File: src/rtl/conv_pkg.sv
`default_nettype none
// conv_pkg: pixel/window types and FSM encoding shared by window_generator and the conv stage.
// Rev 1.0
package conv_pkg;
  localparam int PIX_W = 8;

  typedef logic [PIX_W-1:0]       pixel_t;
  typedef logic [8:0][PIX_W-1:0]  window_t;

  typedef enum logic [1:0] {
    IDLE   = 2'd0,
    FILL   = 2'd1,
    STREAM = 2'd2,
    DONE   = 2'd3
  } win_state_e;
endpackage
`default_nettype wire

File: src/rtl/window_generator_if.sv
`default_nettype none
// window_generator_if: pixel stream in, 3x3 window out; win_row/win_col exist only with WINDOW_POS_EN.
// Rev 1.0
interface window_generator_if
`ifdef WINDOW_POS_EN
  #(parameter int IMG_WIDTH = 64, parameter int IMG_HEIGHT = 64)
`endif
  ();
  import conv_pkg::*;

  logic    in_sof;
  logic    in_valid;
  pixel_t  in_pixel;
  logic    win_valid;
  window_t window;
  logic    frame_done;

`ifdef WINDOW_POS_EN
  logic [$clog2(IMG_HEIGHT)-1:0] win_row;
  logic [$clog2(IMG_WIDTH)-1:0]  win_col;

  modport master (output in_sof, in_valid, in_pixel,
                  input  win_valid, window, frame_done, win_row, win_col);
  modport slave  (input  in_sof, in_valid, in_pixel,
                  output win_valid, window, frame_done, win_row, win_col);
`else
  modport master (output in_sof, in_valid, in_pixel,
                  input  win_valid, window, frame_done);
  modport slave  (input  in_sof, in_valid, in_pixel,
                  output win_valid, window, frame_done);
`endif
endinterface
`default_nettype wire

File: src/rtl/line_buffer.sv
`default_nettype none
// line_buffer: DEPTH-entry pixel row store, synchronous write, combinational read, shared address.
// Rev 1.0
module line_buffer
  import conv_pkg::*;
#(
  parameter int DEPTH = 64
) (
  input  logic                     clk,
  input  logic                     i_we,
  input  logic [$clog2(DEPTH)-1:0] i_addr,
  input  pixel_t                   i_wdata,
  output pixel_t                   o_rdata
);
  pixel_t r_mem [DEPTH];

  always_ff @(posedge clk) begin
    if (i_we) r_mem[i_addr] <= i_wdata;
  end

  assign o_rdata = r_mem[i_addr];
endmodule
`default_nettype wire

File: src/rtl/window_generator.sv
`default_nettype none
// window_generator: raster pixels -> 3x3 neighbourhoods via two line buffers (no border padding).
// Rev 1.0 -- define WINDOW_POS_EN to add win_row/win_col centre coordinates.
module window_generator
  import conv_pkg::*;
#(
  parameter int IMG_WIDTH  = 64,
  parameter int IMG_HEIGHT = 64
) (
  input  logic              clk,
  input  logic              rst,
  window_generator_if.slave bus
);
  localparam int CW = $clog2(IMG_WIDTH);
  localparam int RW = $clog2(IMG_HEIGHT);
  localparam logic [CW-1:0] COL_LAST = CW'(IMG_WIDTH - 1);
  localparam logic [CW-1:0] COL_TWO  = CW'(2);
  localparam logic [RW-1:0] ROW_LAST = RW'(IMG_HEIGHT - 1);
  localparam logic [RW-1:0] ROW_ONE  = RW'(1);
  localparam logic [RW-1:0] ROW_TWO  = RW'(2);

  win_state_e    r_state;
  logic [CW-1:0] r_col;
  logic [RW-1:0] r_row;
  window_t       r_window;
  logic          r_win_valid;
  logic          r_frame_done;

  pixel_t        w_lb1_rd;
  pixel_t        w_lb2_rd;
  logic          w_start;
  logic          w_active;
  logic          w_accept;
  logic [CW-1:0] w_col;
  logic [RW-1:0] w_row;
  logic          w_row_end;
  logic          w_frame_end;
  logic          w_emit;

  // A qualified sof always restarts at (0,0), whatever the current position.
  assign w_start     = bus.in_valid & bus.in_sof;
  assign w_active    = (r_state == FILL) || (r_state == STREAM);
  assign w_accept    = w_start | (bus.in_valid & w_active);
  assign w_col       = w_start ? '0 : r_col;
  assign w_row       = w_start ? '0 : r_row;
  assign w_row_end   = (w_col == COL_LAST);
  assign w_frame_end = w_row_end && (w_row == ROW_LAST);
  assign w_emit      = w_accept && (w_row >= ROW_TWO) && (w_col >= COL_TWO);

  line_buffer #(.DEPTH(IMG_WIDTH)) u_lb1 (
    .clk     (clk),
    .i_we    (w_accept),
    .i_addr  (w_col),
    .i_wdata (bus.in_pixel),
    .o_rdata (w_lb1_rd)
  );

  line_buffer #(.DEPTH(IMG_WIDTH)) u_lb2 (
    .clk     (clk),
    .i_we    (w_accept),
    .i_addr  (w_col),
    .i_wdata (w_lb1_rd),
    .o_rdata (w_lb2_rd)
  );

  always_ff @(posedge clk or negedge rst) begin
    if (!rst) begin
      r_state      <= IDLE;
      r_col        <= '0;
      r_row        <= '0;
      r_window     <= '0;
      r_win_valid  <= 1'b0;
      r_frame_done <= 1'b0;
    end else begin
      r_win_valid  <= 1'b0;
      r_frame_done <= 1'b0;

      if (w_accept) begin
        // Shift columns left; new right column is {row-2, row-1, current} top to bottom.
        r_window    <= {r_window[7:6], w_lb2_rd,
                        r_window[4:3], w_lb1_rd,
                        r_window[1:0], bus.in_pixel};
        r_win_valid <= w_emit;
        r_col       <= w_row_end ? '0 : w_col + 1'b1;
        if (w_row_end) r_row <= w_frame_end ? '0 : w_row + 1'b1;
        else           r_row <= w_row;
      end

      if (w_start) begin
        r_state <= FILL;
      end else begin
        unique case (r_state)
          FILL: begin
            if (w_accept && w_row_end && (w_row == ROW_ONE)) r_state <= STREAM;
          end
          STREAM: begin
            if (w_accept && w_frame_end) begin
              r_state      <= DONE;
              r_frame_done <= 1'b1;
            end
          end
          DONE:    r_state <= IDLE;
          default: r_state <= IDLE;
        endcase
      end
    end
  end

  assign bus.win_valid  = r_win_valid;
  assign bus.window     = r_window;
  assign bus.frame_done = r_frame_done;

`ifdef WINDOW_POS_EN
  logic [RW-1:0] r_win_row;
  logic [CW-1:0] r_win_col;

  always_ff @(posedge clk or negedge rst) begin
    if (!rst) begin
      r_win_row <= '0;
      r_win_col <= '0;
    end else if (w_emit) begin
      r_win_row <= w_row - 1'b1;
      r_win_col <= w_col - 1'b1;
    end
  end

  assign bus.win_row = r_win_row;
  assign bus.win_col = r_win_col;
`endif
endmodule
`default_nettype wire

File: src/flat_wrapper.sv
// flat-port wrapper written by rule: the top's interface ports become plain ports
module window_generator_flat import conv_pkg::*;
#(
  parameter int IMG_WIDTH  = 64,
  parameter int IMG_HEIGHT = 64
)
  (clk, rst, bus_in_sof, bus_in_valid, bus_in_pixel, bus_win_valid, bus_window, bus_frame_done);
  window_generator_if bus_i ();
  input  logic clk;
  input  logic rst;
  input wire logic [$bits(bus_i.in_sof)-1:0] bus_in_sof;
  input wire logic [$bits(bus_i.in_valid)-1:0] bus_in_valid;
  input wire logic [$bits(bus_i.in_pixel)-1:0] bus_in_pixel;
  output wire logic [$bits(bus_i.win_valid)-1:0] bus_win_valid;
  output wire logic [$bits(bus_i.window)-1:0] bus_window;
  output wire logic [$bits(bus_i.frame_done)-1:0] bus_frame_done;
  assign bus_i.in_sof = bus_in_sof;
  assign bus_i.in_valid = bus_in_valid;
  assign bus_i.in_pixel = bus_in_pixel;
  assign bus_win_valid = bus_i.win_valid;
  assign bus_window = bus_i.window;
  assign bus_frame_done = bus_i.frame_done;
  window_generator #(.IMG_WIDTH(IMG_WIDTH), .IMG_HEIGHT(IMG_HEIGHT)) u_core (.clk(clk), .rst(rst), .bus(bus_i));
endmodule
File: config.mk
export PLATFORM = sky130hd
export DESIGN_NAME = window_generator_flat
export DESIGN_NICKNAME = d
export VERILOG_FILES = /design/src/rtl/conv_pkg.sv /design/src/rtl/window_generator_if.sv /design/src/rtl/line_buffer.sv /design/src/rtl/window_generator.sv /design/src/flat_wrapper.sv
export SDC_FILE = /design/constraint.sdc
export NUM_CORES = 1
export LEC_CHECK = 0
export CAP_MARGIN = 10
export CORE_MARGIN = 2
export CORE_UTILIZATION = 25
export CTS_CLUSTER_DIAMETER = 40
export CTS_CLUSTER_SIZE = 28
export DETAILED_ROUTE_END_ITERATION = 16
export PLACE_DENSITY_LB_ADDON = 0.3
export SLEW_MARGIN = 0
export SYNTH_ARGS = -nofsm -noshare
export SYNTH_HDL_FRONTEND = slang
export SYNTH_SLANG_ARGS = --single-unit
File: constraint.sdc
create_clock -name clk -period 3.93 [get_ports clk]
set_input_delay 1.179 -clock clk [delete_from_list [all_inputs] [get_ports clk]]
set_output_delay 1.179 -clock clk [all_outputs]
set_load 0.1 [all_outputs]
# Yosys cells after proc, flatten, opt, wreduce, memory -nomap -nowiden

Memory sizes are Yosys's and may differ from the RTL's. A register that Yosys moved wholly into a read port is not among the register bits.
Cells that the tools add are included.

Add/sub/neg operators: 2
$lt $le $gt $ge: 2
Equal/unequal tests: 7
Multiplexer cells: 15
Bitwise logic cells: 3
Reduce and logical (&&, ||, !) cells: 9

Operator list:

| kind                | count |
|---|---|
| $mux 6              | 5 |
| $add 6x1->6 const B | 2 |
| $eq 6x6->1 const B  | 2 |
| $ge 6x2->1 const B  | 2 |
| $eq 6x1->1 const B  | 1 |
| $logic_and 1x1->1   | 6 |
| $mux 1              | 6 |
| $mux 2              | 3 |
| $ne 3x2->1 const B  | 2 |
| $pmux 2 s2          | 1 |
| $and 1x1->1         | 2 |
| $eq 2x1->1 const B  | 1 |
| $eq 2x2->1 const B  | 1 |
| $reduce_and 2->1    | 1 |
| $logic_not 1->1     | 1 |
| $logic_or 1x1->1    | 1 |
| $or 1x1->1          | 1 |

Register bits after elaboration: 80
RAM bits: 1,024
Input bits: 12
Output and inout bits: 74
Memories: 2

Memories:

| memory             | words | bits a word | rd ports | clocked after memory_dff | write ports | RTL line          | RTL |
|---|---|---|---|---|---|---|---|
| u_core.u_lb1.r_mem | 64    | 8           | 1        | 0                        | 1           | line_buffer.sv:15 | `pixel_t r_mem [DEPTH];` |
| u_core.u_lb2.r_mem | 64    | 8           | 1        | 1                        | 1           | line_buffer.sv:15 |  |

# Longest topological paths before layout

Depth after elaboration: 9
Depth in mapped cells: 11
Depth with buffers taken out: 8

# By module

Synthesis repeated with hierarchy kept, for this count alone.

Cell total of the unflattened synthesis: 2,745
Area total of the unflattened synthesis: 44,262.5 um^2

By module, submodules not included:

| module           | instances | cells an instance | area an instance (um^2) | sequential area each (um^2) |
|---|---|---|---|---|
| line_buffer      | 2         | 1,163             | 20,289.5                | 15,374.7 |
| window_generator | 1         | 419               | 3,683.5                 | 2,202.1 |

# Least setup slack after synthesis

OpenSTA, ideal clock, no wires.

Path kind: input-to-reg
Start point: input port bus_in_valid
End point: memory u_core.u_lb2.r_mem[0][1] (netlist bit) (data pin)
Arrival: 3,598 ps
Data required time: 3,329 ps
Setup slack: -269 ps
Stages: 11
Path through: buf_4 and2_4 or2_1 clkbuf_2 buf_2 buf_2 buf_1 nand2_1 o21ai_0 o31ai_1 nand3_1

Cells in the longest elaborated chain, start to end: 3

RTL lines:

| what                        | RTL line               | RTL |
|---|---|---|
| start, declared             | flat_wrapper.sv:12     | `input wire logic [$bits(bus_i.in_valid)-1:0] bus_in_valid;` |
| $and 1x1->1                 | window_generator.sv:41 | `assign w_start = bus.in_valid & bus.in_sof;` |
| $mux 6                      | window_generator.sv:44 | `assign w_col = w_start ? '0 : r_col;` |
| $mem_v2 64x8                | -                      |  |
| net u_core.u_lb1.o_rdata[1] | line_buffer.sv:13      | `output pixel_t o_rdata` |
| end, declared               | line_buffer.sv:15      |  |

The timed path passes the listed nets, and every way through them passes these cells.

# Final worst setup path

Start point: register u_core.r_col[1]
End point: memory u_core.u_lb2.r_mem[6][3] (netlist bit) (data pin)

Cells in the longest elaborated chain, start to end: 2

RTL lines:

| what                        | RTL line               | RTL |
|---|---|---|
| start, declared             | window_generator.sv:23 | `logic [CW-1:0] r_col;` |
| start signal, assigned      | window_generator.sv:84 | `r_col <= w_row_end ? '0 : w_col + 1'b1;` |
| $mux 6                      | window_generator.sv:44 |  |
| $mem_v2 64x8                | -                      |  |
| net u_core.u_lb1.o_rdata[3] | line_buffer.sv:13      |  |

The timed path passes the listed nets, and every way through them passes these cells.

==> results.ini <==
[die]
die_w_um=418
boundaryPins=86
rows=151
core-area_sq_mm=0.170
die_height_um=418
start_util_pct=25.2
die_area_sq_mm=0.174

[logic_synthesis]
synth_top_family_by_area=compound AO/OA/AOI/OAI gates
ys_warn_count=0
synthCells=2618
ys_types=83
synth_adder_area_share_pct=0.117
synthTopCellsByArea=edfxtp_1 72%, dfrtp_1 5.1%, mux2i_1 3.5%
synth_ff_type=edfxtp_1
synth_edf_count=1024
yosysSeqAreaShare_pct=77.0
async_flop_share_pct=7.91
syn-num-nets=2634
synth_mux_area_share_pct=5.83
synthesis.area_sq_mm=0.0428
synth_xor_area_share_pct=0.0205
ys_seq_elements=1112
yosys.area_share.simple_pct=5.57
avgSynthCellArea_sq_um=16.3
yosysTopAreaCellShare_pct=71.9
synth_top_area_cell=edfxtp_1
synth_compound_area_share_pct=9.68

[layout]
final_cell_mix=1024 x edfxtp_1, 412 x buf_4, 288 x nand2_1
mostFrequentLayoutCell=edfxtp_1
fin_util_pct=33.1
fin_nets=3192
regArea_sq_mm=0.0330
layout-drive-gt1-share_pct=28.8
fillers=16400
multi_input_area_sq_mm=0.00925
syn_to_final_growth_pct=31.4

[critical_path]
worstRegToRegCells=9
max_stage_delay_ns=0.75
crit_top_cell=buf_4
critPathRequiredTime_ns=4.52
cp-end-kind=flop
critPathSlowestCell=dfrtp_4
worst-path-max-fanout=40
startpoint_type=flop
worstSetupPathType=flop to flop
critical_path_arrival_ns=4.62
crit_chain=nand2b_1 -> nor3_2 -> buf_4 -> buf_4 -> a22oi_1 -> a31oi_1 -> nor4_1 -> nand2_2 -> buf_12

[sta]
setup_slack_ns=-0.103
fmax_ghz=0.248
slew_viol_final=0
fin_crit_ns=4.03
rsz0062_at_grt=no
fin_crit_sh_pct=103
fin_tns_setup_ns=-3.07
finalHoldViolCount=0
clock_skew_ns=0.0302
slew_headroom_pct=24.7
setup_viol=56
worstMarginPinSlew_ns=1.13

[cts]
numCtsBuffers=156
cts_tree=built
cts_sinks=1112
path_clk_slew_ns=0.06
insertion_delay_ns=0.79
cts_root_buf=clkbuf_16
clock_path_buffers=3
cts_max_level=4

[route]
wirelength_um=169000
post-route-drc-count=0
via_count=28600
wl_per_cell_um=30.7
ant_nets=0
drt_first_iter_violations=4555
dr.pass1.iters=7
vias_per_cell=5.17

[power]
clock_power_share_pct=34.5
power.share.combinational_pct=29.8
power_uw=42300
power_density_mw_per_mm2=753
power.sequential.fraction_pct=35.7
p_sw_uw=15300
power.internal_uw=27000
p_leak_uw=0.0192
p_sw_share_pct=36.3
ir_worst_vdd_v=0.000495

[global_route]
grt_max_degree=66
grt_use_total_pct=19.1
grt_pass1_wl_um=230000
grt_pass1_vias=27200
grt-ovfl-total=0
antenna_found_initial=12

[run_status]
outcome=finished, violations left
violations=negative setup slack

[run]
drv_cap=0

[placement]
dpl.hpwl_um=115000
place_congestion=0.935
portBuffers=85

[min_path]
hold_path.class=input port to asynchronous set/reset pin

[final timing paths]
| check | slack, ns | startpoint | end |
|---|---|---|---|
| min in group clk | 0.47 | u_core.bus.window[43] | u_core.bus.window[43] |
| worst max-delay path | -0.10 | u_core.r_col[1] | u_core.u_lb2.r_mem[6][3] |
| max in group asynchronous | 2.83 | rst | u_core.bus.window[5] |
| worst max register to register | -0.10 | u_core.r_col[1] | u_core.u_lb2.r_mem[6][3] |
| worst min-delay path | 0.37 | rst | u_core.bus.window[42] |
| worst min register to register | 0.47 | u_core.bus.window[43] | u_core.bus.window[43] |
[metrics by stage]
stage / cells / worst slack, ns / area [sq um] / hold slack [ns]
finish: 5529 / -0.103 / 56200 / 0.375
global route: 5527 / 0.00592 / 56200 / 0.372
CTS: 5527 / 0.00316 / 56200 / 0.338
detailed placement: 5236 / -0.969 / 50700 / 0.462
global placement: 5236 / -0.987 / 50700 / 0.459
floorplan: 2618 / 0.0191 / 42800 / 0.511
[timing repair]
action	CTS	global route
hold endpoints to repair	0	0
resized for setup	2	2
endpoints found under the setup margin	128	155
hold buffers	0	0
buffers inserted	0	0
[power groups by stage]
stage	logic (uW)	registers [uW]	clock network (uW)
floorplan	3930	17500	0
detailed placement	12400	15300	0
CTS	12500	15100	14800
global placement	12400	15300	0
global route	12900	15100	15300
finish	12600	15100	14600
[cells in the mapped netlist, types with 9 or more instances]
master	count
a2111oi_0	9
a211oi_1	14
a21oi_1	47
a221oi_1	37
a222oi_1	32
a22o_1	37
a22oi_1	122
a31oi_1	63
a32oi_1	12
and3_1	13
buf_1	16
buf_2	51
clkbuf_1	94
dfrtp_1	88
edfxtp_1	1024
mux2_2	86
mux2i_1	148
nand2_1	293
nand2b_1	9
nand3_1	33
nand4_1	13
nor2_1	109
nor3_1	28
o211ai_1	10
o21ai_0	34
o22a_1	30
[flip-flops by register name (all words and copies together) (netlist names)]
name                   cells
u_core.bus.win_valid       1
u_core.u_lb2.r_mem       512
u_core.bus.frame_done      1
u_core.u_lb1.r_mem       512
u_core.r_state             2
u_core.r_col               6
u_core.bus.window         72
u_core.r_row               6
[logic make-up (layout without fill, tap and decap cells)]
| logic type | count (synthesis) | count (layout) |
|---|---|---|
| and+or+nand+nor | 547 | 547 |
| adders and majority gates | 4 | 4 |
| other | 0 | 2 |
| xor gates and xnor gates | 1 | 1 |
| AOI/OAI and AO/OA | 542 | 542 |
| buffers and inverters | 176 | 867 |
| muxes | 236 | 236 |
| DFF | 1112 | 1112 |
[critical path: cells and delay by family, from the launching register on]
kind | cells | cell delay [ns]
buffers and inverters | 3 | 0.77
and+or+nand+nor | 4 | 1.51
AOI/OAI and AO/OA | 2 | 0.71
DFF | 1 | 0.75
[final cells by class]
cell class / count / area share, %
Timing Repair Buffer: 567 / 10.1
Clock buffer: 174 / 7.33
Tap cell: 2218 / 4.94
Multi-Input combinational cell: 1330 / 16.5
Clock inverter: 117 / 2.42
Sequential cell: 1112 / 58.7
Antenna cell: 2 / 0.00891
Inverter: 9 / 0.0601
[routing by layer]
| metal | global-route usage (%) | wire, um | up-vias |
|---|---|---|---|
| met5 | 0 | 89 | - |
| met4 | 8.33 | 7910 | 12 |
| met3 | 4.59 | 16700 | 344 |
| met2 | 28.9 | 75300 | 1675 |
| met1 | 25.9 | 69500 | 14900 |
| li1 | - | - | 11700 |
(Power assumes the default switching activity.)
